$ cat config.mk
export PLATFORM = sky130hd
export DESIGN_NAME = stack_8
export DESIGN_NICKNAME = d
export VERILOG_FILES = /design/src/rtl/cpu_pkg.sv /design/src/rtl/stack_mem.sv /design/src/rtl/stack_8.sv
export SDC_FILE = /design/constraint.sdc
export NUM_CORES = 1
export LEC_CHECK = 0
export BUFFER_PORTS_ARGS = -buffer_cell sky130_fd_sc_hd__buf_2
export CORE_MARGIN = 2
export CORE_UTILIZATION = 35
export DETAILED_ROUTE_END_ITERATION = 10
export HOLD_SLACK_MARGIN = 0.12
export MAX_ROUTING_LAYER = met4
export PLACE_DENSITY_LB_ADDON = 0.05
export SYNTH_ARGS = -nofsm -noshare
export SYNTH_HDL_FRONTEND = slang
export SYNTH_SLANG_ARGS = --single-unit
$ cat constraint.sdc
create_clock -name clk -period 8.4 [get_ports clk]
set_input_delay 1.68 -clock clk [delete_from_list [all_inputs] [get_ports clk]]
set_output_delay 1.68 -clock clk [all_outputs]
set_load 0.05 [all_outputs]
$ cat src/rtl/cpu_pkg.sv
// Shared types and constants for the 8-bit multicycle stack processor datapath.
package cpu_pkg;

    localparam int unsigned WORD_W = 8;

    typedef logic [WORD_W-1:0] word_t;

    typedef enum logic [1:0] {
        OP_NONE,
        OP_PUSH,
        OP_POP,
        OP_REPL
    } stack_op_e;

    function automatic stack_op_e stack_op(input logic push, input logic pop);
        stack_op_e op;
        unique case ({push, pop})
            2'b10:   op = OP_PUSH;
            2'b01:   op = OP_POP;
            2'b11:   op = OP_REPL;
            default: op = OP_NONE;
        endcase
        return op;
    endfunction

endpackage

$ cat src/rtl/stack_mem.sv
// Stack storage: one synchronous write port, one asynchronous read port, never cleared.
module stack_mem #(
    parameter int unsigned WIDTH = 8,
    parameter int unsigned DEPTH = 16,
    parameter int unsigned AW    = $clog2(DEPTH)
) (
    input  logic             clk,
    input  logic             we,
    input  logic [AW-1:0]    waddr,
    input  logic [WIDTH-1:0] wdata,
    input  logic [AW-1:0]    raddr,
    output logic [WIDTH-1:0] rdata
);

    logic [WIDTH-1:0] r_mem [DEPTH];

    always_ff @(posedge clk) begin
        if (we) begin
            r_mem[waddr] <= wdata;
        end
    end

    assign rdata = r_mem[raddr];

endmodule

$ cat src/rtl/stack_8.sv
// LIFO operand stack with push, pop, replace-top and sticky overflow/underflow flags.
module stack_8
    import cpu_pkg::*;
#(
    parameter int unsigned WIDTH = WORD_W,
    parameter int unsigned DEPTH = 16
) (
    input  logic                     clk,
    input  logic                     rst,
    input  logic                     push,
    input  logic                     pop,
    input  logic [WIDTH-1:0]         d_in,
    output logic [WIDTH-1:0]         tos,
    output logic [$clog2(DEPTH):0]   count,
    output logic                     empty,
    output logic                     full,
    output logic                     overflow,
    output logic                     underflow
);

    localparam int unsigned AW = $clog2(DEPTH);
    localparam int unsigned CW = AW + 1;

    logic [CW-1:0]    r_sp;
    logic             r_overflow;
    logic             r_underflow;

    logic [CW-1:0]    w_sp_d;
    logic [CW-1:0]    w_sp_m1;
    logic             w_empty;
    logic             w_full;
    logic             w_we;
    logic [AW-1:0]    w_waddr;
    logic [WIDTH-1:0] w_rdata;
    logic             w_ovf_set;
    logic             w_unf_set;

    assign w_empty = (r_sp == '0);
    assign w_full  = (r_sp == CW'(DEPTH));
    assign w_sp_m1 = r_sp - CW'(1);

    always_comb begin
        w_sp_d    = r_sp;
        w_we      = 1'b0;
        w_waddr   = r_sp[AW-1:0];
        w_ovf_set = 1'b0;
        w_unf_set = 1'b0;
        unique case (stack_op(push, pop))
            OP_PUSH: begin
                if (w_full) begin
                    w_ovf_set = 1'b1;
                end else begin
                    w_we   = 1'b1;
                    w_sp_d = r_sp + CW'(1);
                end
            end
            OP_POP: begin
                if (w_empty) begin
                    w_unf_set = 1'b1;
                end else begin
                    w_sp_d = w_sp_m1;
                end
            end
            OP_REPL: begin
                w_we = 1'b1;
                if (w_empty) begin
                    // Pop half is rejected, push half still lands in slot 0.
                    w_unf_set = 1'b1;
                    w_sp_d    = CW'(1);
                end else begin
                    w_waddr = w_sp_m1[AW-1:0];
                end
            end
            default: ;
        endcase
    end

    always_ff @(posedge clk) begin
        if (rst) begin
            r_sp        <= '0;
            r_overflow  <= 1'b0;
            r_underflow <= 1'b0;
        end else begin
            r_sp        <= w_sp_d;
            r_overflow  <= r_overflow | w_ovf_set;
            r_underflow <= r_underflow | w_unf_set;
        end
    end

    stack_mem #(
        .WIDTH (WIDTH),
        .DEPTH (DEPTH),
        .AW    (AW)
    ) u_mem (
        .clk   (clk),
        .we    (w_we && !rst),
        .waddr (w_waddr),
        .wdata (d_in),
        .raddr (w_sp_m1[AW-1:0]),
        .rdata (w_rdata)
    );

    assign tos       = w_empty ? '0 : w_rdata;
    assign count     = r_sp;
    assign empty     = w_empty;
    assign full      = w_full;
    assign overflow  = r_overflow;
    assign underflow = r_underflow;

endmodule

==> results of run 1 <==
## path summary, 6_finish.rpt
| check | start | to | slack [ns] | depth (start not counted) |
|---|---|---|---|---|
| hold reg to reg | underflow | underflow | 0.47 | 2 |
| hold / removal | underflow | underflow | 0.47 | 2 |
| setup reg to reg | count[1] | u_mem.r_mem[13][4] | 5.20 | 6 |
| setup / recovery | count[1] | tos[0] | 3.80 | 7 |
## synth_stat cells (all sizes together) (2+ instances only)
cell type,count,share of area
a21oi,4,0.0035
a22o,2,0.0046
a22oi,3,0.0039
a311oi,3,0.0046
a31oi,4,0.0070
buf,8,0.0092
clkbuf,9,0.0059
dfxtp,7,0.025
edfxtp,128,0.67
ha,3,0.0066
inv,6,0.0039
mux2,3,0.0066
mux2i,16,0.028
mux4,32,0.13
nand2,8,0.0053
nor2,17,0.011
nor2b,4,0.0044
nor3,11,0.011
o211ai,3,0.0039
o21ai,5,0.0050
o22ai,10,0.011
or3,3,0.0050
or3b,2,0.0035
or4b,2,0.0042
## power by group
| group | internal, uW | switching (uW) | total [uW] |
|---|---|---|---|
| Clock | 462 | 249 | 711 |
| Sequential | 773 | 22.9 | 796 |
| Combinational | 394 | 712 | 1110 |
| Total | 1630 | 984 | 2610 |
## registers in the layout, indices dropped and copies added (netlist names)
name	count
count	5
overflow	1
u_mem.r_mem	128
underflow	1
## cell usage in the layout, fill, tap and decap left out, types with 4 or more instances in the layout
| cell type | count |
|---|---|
| edfxtp_1 | 128 |
| mux4_2 | 32 |
| buf_2 | 28 |
| nor2_1 | 17 |
| clkbuf_16 | 17 |
| mux2i_1 | 16 |
| o22ai_1 | 10 |
| nor3_1 | 9 |
| buf_4 | 9 |
| nand2_1 | 8 |
| clkbuf_8 | 7 |
| inv_1 | 6 |
| clkbuf_1 | 6 |
| dfxtp_1 | 6 |
| a21oi_1 | 4 |
| nor2b_1 | 4 |
## per-stage QoR
step | power, uW | utilization
finish | 2614 | 0.4196
global route | 2738 | 0.4196
CTS | 2651 | 0.4196
detailed placement | 1936 | 0.3832
global placement | 1937 | 0.3832
floorplan | 1660 | -
## critical path, delay by kind of cell (launching register included)
| family | cells | cell delay [ns] |
|---|---|---|
| multiplexers | 2 | 0.62 |
| adder cells (fa/ha/maj) | 1 | 0.29 |
| buffers and inverters | 3 | 0.83 |
| flip-flops | 1 | 0.55 |
| AO/OA/AOI/OAI | 1 | 0.19 |
## layer usage
metal,share of wire,GRT usage,wire length (um)
met1,0.47,0.2067,5906
met5,0,-,0
met4,0.013,0.05978,168
met2,0.49,0.2475,6265
met3,0.027,0.03652,340
## cells by family (layout without fill, tap and decap cells)
kind of cell    Yosys count  after routing  synth area share
compound gates           43             43           0.05778
xor+xnor                  1              1          0.002846
fa+ha+maj                 3              3          0.006567
buf+inv                  24             76           0.02057
flops                   135            135            0.6969
mux                      51             51            0.1606
simple gates             55             55           0.05472
## cell type report
type,count,area share
timing repair buffer,37,0.03105
inverter,7,0.004676
sequential,135,0.5958
multi-input combinational,153,0.2415
clock buffer,30,0.08137
clock inverter,2,0.005238
tap,216,0.04040
==> results.toml, run 1 <==
[status]
outcome = "finished clean"

[finish]
fin_cells = 580
multi_input_area_mm2 = 0.001615
final-seq-area_mm2 = 0.003985
fin_nets = 366
diodes = 0
drive_gt1_frac = 0.3104
areaGrowthSynthToFinish_pct = 17.01
finalInstanceArea_mm2 = 0.006689
num-fill-cells = 1438

[timing]
grt_setup_unrepaired = "no"
tightest_slew_ns = 0.9713
setup-tns-final_ns = 0
final_max_slew_viol_count = 0
fmax_ghz = 0.2174
holdWs_ns = 0.4656
hold_viol = 0
fin_crit_sh = 0.5475
skew_ns = 0.006848
min_period_ns = 4.599
finalSetupViolations = 0
postLayoutSetupSlackWorst_ns = 3.801
relSlewSlack = 0.3501

[yosys]
synth_flop_cell = "edfxtp_1"
ys_ff_latch = 135
synth_cell_type_count = 53
ys.warnings.count = 0
synth_edf_count = 128
async_reset_ff_frac = 0
seq_area_frac_synth = 0.6969
synth_fp_nets = 327
syn_area_mm2 = 0.005717
syn_avg_cell_area_um2 = 18.32
synthCells = 312

[worst_setup_path]
crit_chain = "inv_1 -> ha_1 -> buf_4 -> mux4_2 -> mux2i_1 -> o22ai_1 -> buf_2"
required_ns = 6.72
startpoint_type = "flip-flop"
path_class = "reg -> out"
worst-path-max-fanout = 36
end_kind = "output pin"
max_stage_delay_ns = 0.55
worstPathArrival_ns = 2.92
critPathSlowestCell = "dfxtp_1"

[detailed_routing]
drc = 0
postRouteAntennaNets = 0
wl_per_cell_um = 21.86
routed_wl_mm = 12.68
drtPass1Iterations = 4
route.vias.total = 2965
drtIter0Drc = 179
vias_per_cell = 5.112

[floorplanning]
die_y_um = 131.8
core_area_mm2 = 0.01594
num_rows = 46
boundaryPins = 29
start_util = 0.3586
dieWidth_um = 131.8
dieArea_mm2 = 0.01737

[grt]
grt_pass1_vias = 3143
grtUsageTotal = 0.1597
antenna_found_initial = 0
grt_pass1_wl_mm = 19.31
grt_max_degree = 45
grt_remaining_overflow = 0

[clock_network]
cts_root_buf = "clkbuf_16"
clock_path_buffers = 2
cts_buffers = 17
clk_pin_slew_worst_paths_ns = 0.05
cts_setup_buffers = 0
cts.repair.resized = 0
insertion_delay_ns = 0.41
htreeDepth = 4
ctsHoldBuffers = 0
cts_tree = "yes"
numClockSinks = 135

[placement]
post_dp_cell_area_mm2 = 0.006110
preCtsSetupSlack_ns = 4.181
gp_congestion = 0.7574
numPortBuffers = 28
hpwl_mm = 7.979
numPlacedInstances = 548

[min_path]
hold_class = "reg -> reg"

[power_and_ir_drop]
peakVddDrop_uv = 366.5
pwr_density_cell_mw_per_mm2 = 390.8
p_leak_uw = 0.002209

[job]
drv_cap = 0
Power figures use the tool's default switching activity.
==> run 2, diff against run 1 <==
Settings changed: ABC_AREA set to 1.
Clock period 8.4 ns to 3.95 ns, I/O delays scaled along.
==> results.toml, run 2 <==
[yosys]
synth_edf_count = 128
synth_fa_ha_area_frac = 0.006423
synth_flop_cell = "edfxtp_1"
yosysMostFrequentCell = "edfxtp_1"
synth_cell_type_count = 29
synthCells = 539
synthTopCellsByArea = "edfxtp_1, nand2_1, nand3_1"
synth-simple-area-share = 0.2197
synth_common_cells = "edfxtp_1, nand2_1, nor2_1"
synth_fp_nets = 554
seq_area_frac_synth = 0.6817
synth_top_family_by_area = "simple AND/OR/NAND/NOR gates"
synth_xor_area_frac = 0.005780
syn_avg_cell_area_um2 = 10.84
ys.warnings.count = 0
yosys.area.top_type = "edfxtp_1"
ys_ff_latch = 135
async_reset_ff_frac = 0
synthMuxAreaShare = 0
syn_area_mm2 = 0.005844
synth_compound_area_frac = 0.05010
synth_top_area_frac = 0.6577

[detailed_routing]
drtIter0Drc = 198
postRouteAntennaNets = 0
drtPass1Iterations = 4
wl_per_cell_um = 18.14
routed_wl_mm = 14.55
route.vias.total = 3917
vias_per_cell = 4.884
drc = 0

[placement]
hpwl_mm = 9.185
numPortBuffers = 28
numPlacedInstances = 770
preCtsSetupSlack_ns = 0.8396
gp_congestion = 0.7563

[finish]
final_common_cell = "edfxtp_1"
final-seq-area_mm2 = 0.003985
largest_register_ffs = 128
diodes = 0
fin_cells = 802
areaGrowthSynthToFinish_pct = 17.06
utilization = 0.4155
drive_gt1_frac = 0.1495
final_cell_mix = "edfxtp_1, nand2_1, nor2_1"
num-fill-cells = 1642
fin_nets = 584
multi_input_area_mm2 = 0.001655
max_flop_register = "u_mem.r_mem"

[power_and_ir_drop]
intPower_uw = 3052
pwr-share-seq = 0.353
peakVddDrop_uv = 564.8
swShare = 0.3424
p_sw_uw = 1589
p_comb_frac = 0.271
p_leak_uw = 0.002516
p_clk_frac = 0.376
pwr_density_cell_mw_per_mm2 = 678.3

[worst_setup_path]
worstPathArrival_ns = 2.70
worst-path-max-fanout = 15
path_class = "reg -> out"
crit_chain = "inv_1 -> ha_1 -> inv_1 -> buf_4 -> o21ai_0 -> nor2_1 -> o21ai_0 -> o21ai_1 -> buf_2"
required_ns = 3.16
critPathSlowestCell = "dfxtp_1"
end_kind = "output pin"
max_stage_delay_ns = 0.43
crit_family = "buffers and inverters"
path_buf_inv = 4
startpoint_type = "flip-flop"

[floorplanning]
boundaryPins = 29
num_rows = 47
dieArea_mm2 = 0.01775
die_y_um = 133.2
start_util = 0.3549
dieWidth_um = 133.2
core_area_mm2 = 0.01647

[timing]
holdWs_ns = 0.4390
final_max_slew_viol_count = 0
finalSetupViolations = 0
postLayoutSetupSlackWorst_ns = 0.4564
relSlewSlack = 0.3723
setup-tns-final_ns = 0
fmax_ghz = 0.2862
grt_setup_unrepaired = "no"
fin_crit_sh = 0.8845
skew_ns = 0.01036
hold_viol = 0
min_period_ns = 3.494
tightest_slew_ns = 0.9381

[status]
outcome = "finished clean"

[clock_network]
clock_path_buffers = 2
cts.repair.resized = 0
numClockSinks = 135
insertion_delay_ns = 0.43
cts_setup_buffers = 0
htreeDepth = 4
clk_pin_slew_worst_paths_ns = 0.06
ctsHoldBuffers = 0
cts_root_buf = "clkbuf_16"
cts_buffers = 17
cts_tree = "yes"

[grt]
grt_pass1_wl_mm = 22.58
grtUsageTotal = 0.1794
grt_remaining_overflow = 0
grt_max_degree = 71
grt_pass1_vias = 3923
antenna_found_initial = 0

[min_path]
hold_class = "reg -> reg"

[job]
drv_cap = 0
-- run 2: cell count changes after synthesis, sizes merged, moves of 5 or more --
cell and change:
o22ai -10, nand3 +74, mux4 -32, nor2 +81, nor3 -11, inv +12, mux2i -16, buf +14
nand2 +113, clkbuf -5, o21ai +37, a21oi +5
-- run 2: layer usage --
metal / GRT usage / routed length [um] / up-vias
li1: - / - / 1926
met1: 0.2232 / 6785 / 1894
met2: 0.2904 / 7062 / 77
met3: 0.04186 / 456 / 20
met4: 0.06087 / 247 / 0
met5: - / 0 / -
-- run 2: final cells by class --
cell class                      count  area share
Timing Repair Buffer               37     0.03036
Inverter                           18    0.009876
Clock inverter                     15     0.03292
Tap cell                          220     0.04023
Multi-Input combinational cell    360      0.2420
Clock buffer                       17     0.06218
Sequential cell                   135      0.5825
-- run 2: cell families after synthesis --
kind of cell	count (synthesis)
AOI/OAI and AO/OA	55
xor gates and xnor gates	3
adders and majority gates	3
buffers and inverters	44
DFF	135
and+or+nand+nor	299
-- run 2: power by group through the flow --
stage | clock network (uW) | logic (uW) | registers (uW)
after global routing | 1830 | 1390 | 1640
after CTS | 1770 | 1280 | 1640
after floorplan | 0 | 881 | 1700
after global placement | 0 | 1290 | 1670
final | 1750 | 1260 | 1640
after detailed placement | 0 | 1280 | 1670
-- run 2: worst paths after layout --
| path | startpoint | slack [ns] | end | cells past startpoint |
|---|---|---|---|---|
| max | count[1] | 0.46 | tos[3] | 9 |
| min | overflow | 0.44 | overflow | 2 |
| max reg2reg | count[0] | 1.02 | u_mem.r_mem[2][6] | 8 |
| min reg2reg | overflow | 0.44 | overflow | 2 |
-- run 2: metrics by stage --
step / instance area [um2] / total power (uW)
global placement: 6191 / 2956
global route: 6842 / 4868
finish: 6842 / 4640
detailed placement: 6191 / 2950
floorplan: 5844 / 2578
CTS: 6842 / 4692
-- run 2: worst register-to-register path, stage by stage (launching register included) --
cell and delay [ns]:
dfxtp_2 0.32, inv_2 0.16, buf_4 0.57, nand3_1 0.25, nand2_2 0.19, nor2_1 0.07, nor2_2 0.13, nand2_1 0.13
nor2_1 0.73
